File: src/rtl/mem_fill_ctrl.sv
// MEM_FILL sequencer: writes one 16-bit value to a run of SDRAM words,
// split into bursts that never cross a MAX_BURST-aligned boundary.
module mem_fill_ctrl #(
    parameter int MAX_BURST = 16,
    parameter int ADDR_W    = 24
) (
    input  logic              clk_i,
    input  logic              rst_i,
    input  logic              fill_trigger_i,
    input  logic [15:0]       fill_base_i,
    input  logic [15:0]       fill_value_i,
    input  logic [19:0]       fill_count_i,
    output logic              fill_busy_o,
    output logic              fill_done_o,
    output logic              mem_req_o,
    output logic [ADDR_W-1:0] mem_addr_o,
    output logic [7:0]        mem_len_o,
    input  logic              mem_ack_i,
    output logic [15:0]       mem_wdata_o,
    input  logic              mem_wdata_rdy_i,
    input  logic              mem_burst_done_i
);

    localparam int LOG_B = $clog2(MAX_BURST);

    typedef enum logic [2:0] {
        S_IDLE,
        S_CALC,
        S_REQ,
        S_DATA,
        S_DONE
    } state_e;

    state_e state_q, state_d;

    logic [ADDR_W-1:0] addr_q, addr_d;
    logic [19:0]       rem_q, rem_d;
    logic [15:0]       val_q, val_d;
    logic [ADDR_W-1:0] maddr_q, maddr_d;
    logic [7:0]        mlen_q, mlen_d;
    logic [15:0]       mwdata_q, mwdata_d;
    logic [7:0]        beat_q, beat_d;
    logic              zdone_q, zdone_d;

    logic [8:0] room;
    logic [7:0] burst_len;
    logic       start_fill;
    logic       last_burst;

    // Words left before the next MAX_BURST-aligned boundary.
    assign room       = 9'(MAX_BURST) - 9'(addr_q[LOG_B-1:0]);
    assign burst_len  = (rem_q < 20'(room)) ? rem_q[7:0] : room[7:0];
    assign start_fill = fill_trigger_i && (fill_count_i != '0);
    assign last_burst = (rem_q == 20'(mlen_q));

    always_ff @(posedge clk_i) begin
        if (rst_i) begin
            state_q  <= S_IDLE;
            addr_q   <= '0;
            rem_q    <= '0;
            val_q    <= '0;
            maddr_q  <= '0;
            mlen_q   <= '0;
            mwdata_q <= '0;
            beat_q   <= '0;
            zdone_q  <= 1'b0;
        end else begin
            state_q  <= state_d;
            addr_q   <= addr_d;
            rem_q    <= rem_d;
            val_q    <= val_d;
            maddr_q  <= maddr_d;
            mlen_q   <= mlen_d;
            mwdata_q <= mwdata_d;
            beat_q   <= beat_d;
            zdone_q  <= zdone_d;
        end
    end

    always_comb begin
        state_d = state_q;
        unique case (state_q)
            S_IDLE: if (start_fill) state_d = S_CALC;
            S_CALC: state_d = S_REQ;
            S_REQ:  if (mem_ack_i) state_d = S_DATA;
            S_DATA: begin
                if (mem_burst_done_i) begin
                    state_d = last_burst ? S_DONE : S_CALC;
                end
            end
            S_DONE: state_d = S_IDLE;
            default: state_d = S_IDLE;
        endcase
    end

    always_comb begin
        addr_d   = addr_q;
        rem_d    = rem_q;
        val_d    = val_q;
        maddr_d  = maddr_q;
        mlen_d   = mlen_q;
        mwdata_d = mwdata_q;
        beat_d   = beat_q;
        zdone_d  = 1'b0;
        unique case (state_q)
            S_IDLE: begin
                zdone_d = fill_trigger_i && (fill_count_i == '0);
                if (start_fill) begin
                    addr_d = ADDR_W'({fill_base_i, 8'h00});
                    val_d  = fill_value_i;
                    rem_d  = fill_count_i;
                end
            end
            S_CALC: begin
                maddr_d  = addr_q;
                mlen_d   = burst_len;
                mwdata_d = val_q;
                beat_d   = burst_len;
            end
            S_DATA: begin
                // Surplus rdy strobes past the burst length are dropped.
                if (mem_wdata_rdy_i && beat_q != '0) begin
                    beat_d = beat_q - 8'd1;
                end
                if (mem_burst_done_i) begin
                    addr_d = addr_q + ADDR_W'(mlen_q);
                    rem_d  = rem_q - 20'(mlen_q);
                end
            end
            default: ;
        endcase
    end

    always_comb begin
        fill_busy_o = (state_q != S_IDLE) && (state_q != S_DONE);
        fill_done_o = (state_q == S_DONE) || zdone_q;
        mem_req_o   = (state_q == S_REQ);
        mem_addr_o  = maddr_q;
        mem_len_o   = mlen_q;
        mem_wdata_o = mwdata_q;
    end

endmodule

File: config.mk
export PLATFORM = sky130hd
export DESIGN_NAME = mem_fill_ctrl
export DESIGN_NICKNAME = d
export VERILOG_FILES = /design/src/rtl/mem_fill_ctrl.sv
export SDC_FILE = /design/constraint.sdc
export NUM_CORES = 1
export LEC_CHECK = 0
export CAP_MARGIN = 20
export CELL_PAD_IN_SITES_DETAIL_PLACEMENT = 1
export CELL_PAD_IN_SITES_GLOBAL_PLACEMENT = 2
export CORE_AREA = 2 2 136 138
export DETAILED_ROUTE_END_ITERATION = 16
export DIE_AREA = 0 0 138 140
export GPL_ROUTABILITY_DRIVEN = 0
export PLACE_DENSITY = 0.85
export RECOVER_POWER = 100
export SLEW_MARGIN = 0
export SYNTH_ARGS = -nofsm -noshare
export SYNTH_HDL_FRONTEND = slang
export SYNTH_SLANG_ARGS = --single-unit
File: constraint.sdc
create_clock -name clk_i -period 4.5 [get_ports clk_i]
set_input_delay 0.45 -clock clk_i [delete_from_list [all_inputs] [get_ports clk_i]]
set_output_delay 0.45 -clock clk_i [all_outputs]
set_load 0.01 [all_outputs]
==> results of run 1 <==
critical path, cell delays in order, from the launching register on:
cell      delay [ns]
dfxtp_1         0.58
inv_1           0.19
nor3_1          0.17
clkbuf_1        1.74
o21ai_0         0.28
a311oi_1        0.28
worst max path at each step:
| stage | to | slack (ns) | depth (start not counted) |
|---|---|---|---|
| after floorplan | rem_q[17] | 2.18 | 8 |
| after global placement | rem_q[19] | 1.39 | 8 |
| after detailed placement | rem_q[7] | 1.33 | 7 |
| after CTS | addr_q[15] | 1.50 | 7 |
| after global routing | mem_len_o[2] | 0.69 | 5 |
| final | mem_len_o[2] | 1.13 | 5 |
cell type report:
class / instances / area, sq um / area share, %
Sequential cell: 112 / 2240 / 30.7
Multi-Input combinational cell: 551 / 3260 / 44.7
Clock buffer: 10 / 239 / 3.28
Clock inverter: 6 / 58.8 / 0.806
Inverter: 20 / 75.1 / 1.03
Timing Repair Buffer: 116 / 1130 / 15.5
Tap cell: 229 / 287 / 3.93
report_power, final:
group	leakage [nW]	internal [W]	total (W)	switching [W]
Clock	0.145	0.000406	0.000823	0.000418
Sequential	0.912	0.00106	0.00114	0.0000809
Combinational	1.75	0.000282	0.000686	0.000405
Total	2.81	0.00175	0.00265	0.000903
sequential cells by signal (all words and copies together), names as in the netlist:
register / cells
addr_q: 24
mem_addr_o: 24
mem_len_o: 8
mem_wdata_o: 16
rem_q: 20
state_q: 3
val_q: 16
zdone_q: 1
cell usage after synthesis (4+ instances only):
master    number  area (sq um)
mux2i_1        5          50.1
inv_1         19          71.3
dfxtp_1      112          2240
a31oi_1        6          37.5
or3_1          7          43.8
a32o_1         7          70.1
a22oi_1        8          60.1
a21o_1        13          97.6
a21oi_1       98           490
nor2_1        30           113
nand2b_1       6          37.5
nand3_1       10          50.1
buf_2         12          60.1
nand2_1      160           601
or4_1          6          45.0
o21ai_0       25           125
nor4_1         7          43.8
o21a_1         5          37.5
a211oi_1      13          97.6
nor3_1        14          70.1
nor3b_1        4          30.0
clkbuf_1      35           131
xnor2_1        7          61.3
o41ai_1        5          43.8
xor2_1         7          61.3
ha_1          21           263
o211ai_1       8          60.1
and3_1        14          87.6
o31ai_1        6          45.0
nand4_1        6          37.5
o31a_1         4          35.0
cell families (layout without fill, tap and decap cells):
family	count (synthesis)	after routing	share of synthesized area [%]
multiplexers	7	7	1.26
buffers and inverters	68	152	4.74
XOR/XNOR	14	14	2.12
AND/OR/NAND/NOR	282	282	22.9
flip-flops	112	112	38.8
AO/OA/AOI/OAI	225	225	24.9
adder cells (fa/ha/maj)	23	23	5.24
per-layer routing:
layer,vias up,global-route usage [%],part of all wire (%)
met2,99,34.9,50
li1,2792,-,-
met5,-,0,0
met4,0,8.27,2.3
met3,21,1.85,3.7
met1,2825,24.4,44
through the flow:
stage | std cells | setup slack (ns) | instance area (sq um)
2_1_floorplan | 731 | 2.18 | 5780
3_3_place_gp | 1027 | 1.39 | 7000
3_5_place_dp | 1027 | 1.33 | 7000
4_1_cts | 1043 | 1.50 | 7300
5_1_grt | 1044 | 0.688 | 7290
6_report | 1044 | 1.13 | 7290
==> impl_metrics.csv, run 1 <==
group,metric,value,unit
timing,finalCritPeriodShare,75.0,%
hold_path,hold_class,"flip-flop to flip-flop",
timing,slew_headroom,-61.8,%
timing,final.min_clock_period,3.37,ns
routing,routed_via_density,5.50,
worst_setup_path,critPathMaxFanout,54,
finish,antennaDiodeCount,0,
power,power,0.00265,W
synthesis,yosysWarnings,0,
global_route,grt-ovfl-total,0,
timing,fin_skew,0.00996,ns
worst_setup_path,crit_required,4.76,ns
clocking,htreeDepth,3,
routing,antenna_left,0,
worst_setup_path,r2r-start,"state_q[0]",
placement,io_buffers,107,
floorplanning,die_x,138,microns
floorplanning,dieArea,0.0193,sq mm
clocking,clock-sinks,112,
global_route,grt_pass1_wl,30.8,mm
finish,syn_to_final_growth,26.2,%
global_route,grtUsageTotal,19.6,%
timing,drv_slew,55,
floorplanning,coreArea,0.0178,sq mm
synthesis,ys_types,66,
clocking,cts_tree,"done",
synthesis,synthFlopType,"dfxtp_1",
synthesis,avgSynthCellArea,7.90,sq um
clocking,path_clk_slew,0.08,ns
power,p_per_area,364,mW/mm^2
routing,wl_per_cell,18.2,microns
timing,tns,0,ns
clocking,cts-root-buf,"clkbuf_16",
hold_path,worstHoldStart,"mem_wdata_o[5]",
global_route,grt_max_degree,55,
synthesis,ys_ff_latch,112,
finish,nNetsFinal,891,
global_route,antenna_found_initial,0,
worst_setup_path,endpoint_kind,"flip-flop",
timing,whs,0.454,ns
hold_path,holdPathStages,2,
floorplanning,rows,49,
clocking,cts_buffer_depth,2,
clocking,worstSkewPairLatency,0.36,ns
worst_setup_path,worstPathArrival,3.64,ns
floorplanning,ios,109,
routing,drt_iter0_markers,306,
hold_path,min_to,"mem_wdata_o[5]",
worst_setup_path,startpoint,"state_q[0]",
routing,firstDrtPassIters,4,
worst_setup_path,path_class,"flip-flop to flip-flop",
status,status,"finished, violations left",
routing,drt_wl_total,19.0,mm
timing,worst_slew_pin_slew,2.43,ns
synthesis,synth_async_sr_flop_share,0,%
worst_setup_path,ff2ff_path_depth,5,
synthesis,ys_seq_area_share,38.8,%
synthesis,syn-num-nets,812,
timing,setup_viol,0,
synthesis,synth.cell_area,0.00578,sq mm
timing,hold_viol,0,
clocking,cts_resized,0,
finish,fill_cells,2132,
synthesis,synth-edff-count,0,
clocking,post_cts_buffers,0,
synthesis,syn_inst,731,
finish,drive_above_1_share,4.29,%
floorplanning,start_util,32.5,%
power,ir_worst_vdd,181,uV
finish,layout_commonest_cell,"nand2_1",
timing,fmax,296,MHz
clocking,numCtsBuffers,9,
worst_setup_path,start_kind,"flip-flop",
routing,drcViolationCount,0,
placement,hpwl,13.6,mm
routing,num_vias,5737,
finish,post-route-util,41.0,%
clocking,cts_hold_buffers,0,
global_route,grt_pass1_vias,5939,
flow_run,maxCapViolations,1,
finish,final_cell_mix,"nand2_1 (160), dfxtp_1 (112), a21oi_1 (97)",
worst_setup_path,regToRegEndpoint,"mem_len_o[2]",
status,violations,"max-capacitance violations, max-slew violations",
power,leakage,2.81,nW
worst_setup_path,ff2ff_setup_slack,1.13,ns
floorplanning,die_h,140,microns
timing,grt_setup_unrepaired,"false",
Power figures use the tool's default switching activity.
==> run 2, diff against run 1 <==
Settings changed: CORE_AREA 2 2 136 138 to 2 2 142 144, DIE_AREA 0 0 138 140 to 0 0 144 146, PLACE_DENSITY 0.85 to 0.79.
Clock period 4.5 ns to 3.3 ns, I/O delays scaled along.
==> run 2 against run 1 <==
Against the previous run: the run still ends with max-capacitance violations, max-slew violations left; maximum frequency increased by 22%; cell area increased by 1.3%; total power increased by 38%; setup slack got worse by 0.59 ns; die area increased by 8.8%; critical endpoint is now rem_q[17]; register-to-register slack got worse by 0.59 ns; clock power increased by 39%; flip-flop and latch count unchanged; sequential power increased by 37%.
==> impl_metrics.csv, run 2 (same netlist as run 1, synthesis figures left out) <==
group,metric,value,unit
worst_setup_path,path_class,"flip-flop to flip-flop",
clocking,numCtsBuffers,9,
clocking,cts_hold_buffers,0,
worst_setup_path,r2r-start,"mem_len_o[1]",
timing,fmax,362,MHz
status,violations,"max-capacitance violations, max-slew violations",
timing,fin_ws,0.536,ns
worst_setup_path,crit_required,3.59,ns
power,power,0.00365,W
timing,finalCritPeriodShare,83.8,%
floorplanning,die_h,146,microns
finish,final_cell_mix,"nand2_1 (160), dfxtp_1 (112), a21oi_1 (98)",
power,p_seq_share,42.6,%
timing,final.min_clock_period,2.76,ns
global_route,grt-ovfl-total,0,
timing,tns,0,ns
routing,antenna_left,0,
power,p_int,0.00240,W
timing,fin_skew,0.0102,ns
finish,finalNonFillerCells,1088,
floorplanning,start_util,29.9,%
timing,setup_viol,0,
floorplanning,rows,51,
finish,antennaDiodeCount,0,
finish,nNetsFinal,899,
clocking,cts_buffer_depth,2,
clocking,cts_tree,"done",
worst_setup_path,startpoint,"mem_len_o[1]",
finish,syn_to_final_growth,27.8,%
global_route,grt_pass1_wl,31.3,mm
clocking,htreeDepth,3,
worst_setup_path,start_kind,"flip-flop",
global_route,met1_usage,23.7,%
floorplanning,ios,109,
routing,drt_wl_total,19.3,mm
global_route,grtUsageTotal,18.6,%
floorplanning,die_x,144,microns
floorplanning,coreArea,0.0193,sq mm
timing,drv_slew,13,
timing,whs,0.454,ns
hold_path,hold_class,"flip-flop to flip-flop",
global_route,antenna_found_initial,0,
clocking,clock-sinks,112,
global_route,grt_max_degree,69,
clocking,worstSkewPairLatency,0.37,ns
power,comb_power_share,26.1,%
flow_run,maxCapViolations,1,
placement,dp.cells,1072,
clocking,cts_resized,0,
timing,hold_viol,0,
timing,worst_slew_pin_slew,1.59,ns
routing,drcViolationCount,0,
worst_setup_path,endpoint_kind,"flip-flop",
hold_path,worstHoldStart,"mem_addr_o[4]",
worst_setup_path,worstPathArrival,3.05,ns
global_route,grt_pass1_vias,5991,
routing,num_vias,5697,
clocking,cts-root-buf,"clkbuf_16",
placement,io_buffers,107,
power,p_per_area,495,mW/mm^2
placement,hpwl,14.0,mm
timing,grt_setup_unrepaired,"false",
placement,dp_slack,0.578,ns
floorplanning,dieArea,0.0210,sq mm
global_route,busiest_layer,"met2",
routing,wl_per_cell,17.7,microns
clocking,post_cts_buffers,0,
power,p_sw_share,34.3,%
power,p_switching,0.00125,W
power,clockPowerShare,31.3,%
clocking,path_clk_slew,0.08,ns
routing,routed_via_density,5.24,
finish,layout_commonest_cell,"nand2_1",
global_route,met2_usage,32.5,%
finish,drive_above_1_share,4.37,%
global_route,use_met3,2.30,%
routing,drt_iter0_markers,213,
routing,firstDrtPassIters,4,
worst_setup_path,critPathMaxFanout,6,
status,status,"finished, violations left",
power,leakage,2.84,nW
power,ir_worst_vdd,306,uV
timing,slew_headroom,-6.56,%
==> run 2: path summary, 6_finish.rpt <==
path	end	slack, ns	cells after the start
setup / recovery	rem_q[17]	0.54	8
hold / removal	mem_addr_o[4]	0.45	2
hold reg to reg	mem_addr_o[4]	0.45	2
setup reg to reg	rem_q[17]	0.54	8
==> run 2: layout make-up <==
cell class / count / area (sq um)
fill: 2333 / 11900
multi-input combinational: 551 / 3260
sequential: 112 / 2240
timing repair buffer: 124 / 1180
tap: 265 / 332
clock buffer: 10 / 239
inverter: 20 / 75.1
clock inverter: 6 / 65.1
==> run 2: layer usage <==
layer	part of all wire, %	routed length (microns)
met1	46	8790
met2	50	9740
met3	2.5	482
met4	1.5	286
met5	0	0
==> run 2: power groups by stage <==
stage	clock (W)	sequential, W	combinational [W]
floorplan	0	0.00155	0.000639
global placement	0	0.00158	0.000950
detailed placement	0	0.00159	0.000985
CTS	0.00118	0.00156	0.000990
global route	0.00124	0.00157	0.00106
finish	0.00114	0.00156	0.000952
==> run 2: metrics by stage <==
| step | instance area, sq um | util, % |
|---|---|---|
| finish | 7390 | 38.2 |
| global route | 7390 | 38.2 |
| CTS | 7430 | 38.4 |
| detailed placement | 7130 | 36.9 |
| global placement | 7130 | 36.9 |
| floorplan | 5780 | - |
==> run 2: worst max-delay path: stages (launching register included) <==
cell and delay [ns]:
dfxtp_1 0.53, inv_1 0.09, ha_1 0.31, nor2b_1 0.15, o2111ai_1 0.29, a21oi_1 0.21, or3_1 0.49, or4_1 0.44
a31oi_1 0.18
==> run 3, diff against run 2 <==
Settings changed: CORE_AREA 2 2 142 144 to 2 2 150 152, DIE_AREA 0 0 144 146 to 0 0 152 154, PLACE_DENSITY 0.79 to 0.74.
Clock period 3.3 ns to 2.45 ns, I/O delays scaled along.
==> run 3 against run 2 <==
Against the previous run: the run now ends clean; die area increased by 11%; critical endpoint unchanged; non-clock buffer count increased by 37; clock skew about the same; routed wire length increased by 2.6%; final cell count increased by 4.8%; via count increased by 2.1%; cell area increased by 5.4%; flip-flop and latch count unchanged; clock power increased by 34%.
==> impl_metrics.csv, run 3 (same netlist as run 1, synthesis figures left out) <==
group,metric,value,unit
floorplanning,die_x,152,microns
timing,final.min_clock_period,2.35,ns
routing,drt_iter0_markers,313,
floorplanning,rows,54,
placement,hpwl,14.4,mm
placement,io_buffers,107,
routing,num_vias,5815,
routing,firstDrtPassIters,4,
worst_setup_path,path_class,"flip-flop to flip-flop",
power,p_sw_share,33.6,%
timing,setup_viol,0,
floorplanning,die_h,154,microns
routing,antenna_left,0,
global_route,grt-ovfl-total,0,
power,ir_worst_vdd,336,uV
timing,drv_slew,0,
worst_setup_path,endpoint_kind,"flip-flop",
worst_setup_path,cp_slowest_stage_delay,0.40,ns
global_route,grtUsageTotal,17.1,%
worst_setup_path,critPathMaxFanout,4,
timing,hold_viol,0,
worst_setup_path,start_kind,"flip-flop",
floorplanning,coreArea,0.0217,sq mm
floorplanning,ios,109,
finish,syn_to_final_growth,34.8,%
timing,slew_headroom,22.0,%
power,comb_power_share,29.3,%
floorplanning,start_util,26.6,%
finish,drive_above_1_share,10.8,%
clocking,path_clk_slew,0.08,ns
routing,wl_per_cell,17.4,microns
power,p_int,0.00339,W
timing,fmax,426,MHz
hold_path,hold_class,"input port to flip-flop",
clocking,htreeDepth,3,
worst_setup_path,crit_required,2.74,ns
routing,drcViolationCount,0,
timing,grt_setup_unrepaired,"true",
global_route,grt_pass1_vias,5860,
worst_setup_path,crit_family,"simple AND/OR/NAND/NOR gates",
timing,finalCritPeriodShare,95.9,%
timing,worst_slew_pin_slew,1.17,ns
status,status,"finished clean",
global_route,grt_max_degree,55,
timing,fin_ws,0.100,ns
worst_setup_path,cp_cell_sequence,"inv_1 -> ha_1 -> nor2b_1 -> o2111ai_2 -> a21oi_2 -> or3_4 -> or4_1 -> a31oi_1",
finish,nNetsFinal,936,
routing,routed_via_density,5.10,
power,leakage,3.06,nW
finish,fill_cells,2563,
power,p_seq_share,40.7,%
power,clockPowerShare,30.0,%
floorplanning,dieArea,0.0234,sq mm
clocking,cts-root-buf,"clkbuf_16",
clocking,cts_buffer_depth,2,
clocking,cts_tree,"done",
finish,antennaDiodeCount,0,
timing,fin_skew,0.00978,ns
finish,final_cell_mix,"nand2_1 (160), dfxtp_1 (110), a21oi_1 (94)",
worst_setup_path,slowest_stage,"or4_1",
global_route,antenna_found_initial,0,
clocking,clock-sinks,112,
worst_setup_path,critPathBufInv,1,
clocking,worstSkewPairLatency,0.36,ns
routing,drt_wl_total,19.8,mm
power,p_per_area,656,mW/mm^2
power,p_switching,0.00172,W
global_route,grt_pass1_wl,32.2,mm
placement,dp_slack,0.0111,ns
worst_setup_path,worstPathArrival,2.64,ns
power,power,0.00510,W
finish,layout_commonest_cell,"nand2_1",
flow_run,maxCapViolations,0,
clocking,numCtsBuffers,9,
run 3: worst paths after layout:
check                      from             to  slack (ns)  cells after the start
hold / removal            rst_i      rem_q[11]        0.24                      2
setup reg to reg   mem_len_o[1]      rem_q[17]        0.10                      8
setup / recovery   mem_len_o[1]      rem_q[17]        0.10                      8
hold reg to reg   mem_addr_o[1]  mem_addr_o[1]        0.45                      2
run 3: cell type report:
| cell class | count | area (sq um) | area share (%) |
|---|---|---|---|
| Sequential cell | 112 | 2240 | 28.8 |
| Clock buffer | 11 | 253 | 3.25 |
| Tap cell | 280 | 350 | 4.50 |
| Clock inverter | 5 | 47.5 | 0.611 |
| Inverter | 20 | 75.1 | 0.964 |
| Multi-Input combinational cell | 551 | 3310 | 42.5 |
| Timing Repair Buffer | 161 | 1500 | 19.3 |
run 3: power by group through the flow:
stage / Sequential [W] / Combinational (W) / Clock (W)
after floorplan: 0.00209 / 0.000861 / 0
after global placement: 0.00212 / 0.00149 / 0
after detailed placement: 0.00212 / 0.00150 / 0
after CTS: 0.00208 / 0.00152 / 0.00159
after global routing: 0.00210 / 0.00166 / 0.00165
final: 0.00208 / 0.00150 / 0.00153
run 3: through the flow:
stage | hold slack [ns] | cells | area, sq um | util (%) | TNS, ns
floorplan | 0.381 | 731 | 5780 | - | 0
global placement | 0.441 | 1124 | 7490 | 34.5 | 0
detailed placement | 0.447 | 1124 | 7490 | 34.5 | 0
CTS | 0.225 | 1140 | 7790 | 35.9 | 0
global route | 0.243 | 1140 | 7790 | 35.9 | -0.0591
finish | 0.239 | 1140 | 7790 | 35.9 | 0
run 3: per-layer routing:
| metal | up-vias | share of wire [%] | routed length (microns) | track usage, % |
|---|---|---|---|---|
| met5 | - | 0 | 0 | 0 |
| met4 | 0 | 0.98 | 194 | 3.78 |
| met3 | 13 | 2.3 | 459 | 2.87 |
| met2 | 63 | 48 | 9500 | 29.0 |
| met1 | 2856 | 49 | 9640 | 22.9 |
| li1 | 2883 | - | - | - |
run 3: worst register-to-register path, cell delays in order (launching register included):
cell and delay, ns:
dfxtp_1 0.39, inv_1 0.06, ha_1 0.30, nor2b_1 0.16, o2111ai_2 0.26, a21oi_2 0.15
or3_4 0.39, or4_1 0.40, a31oi_1 0.17
run 3: repair_timing:
action                                  CTS  global route
endpoints found under the hold margin     0             0
pin swaps                                 0             0
endpoints found under the setup margin    2            16
gates resized for setup                   1            12
hold buffers                              0             0
setup buffers                             0             0
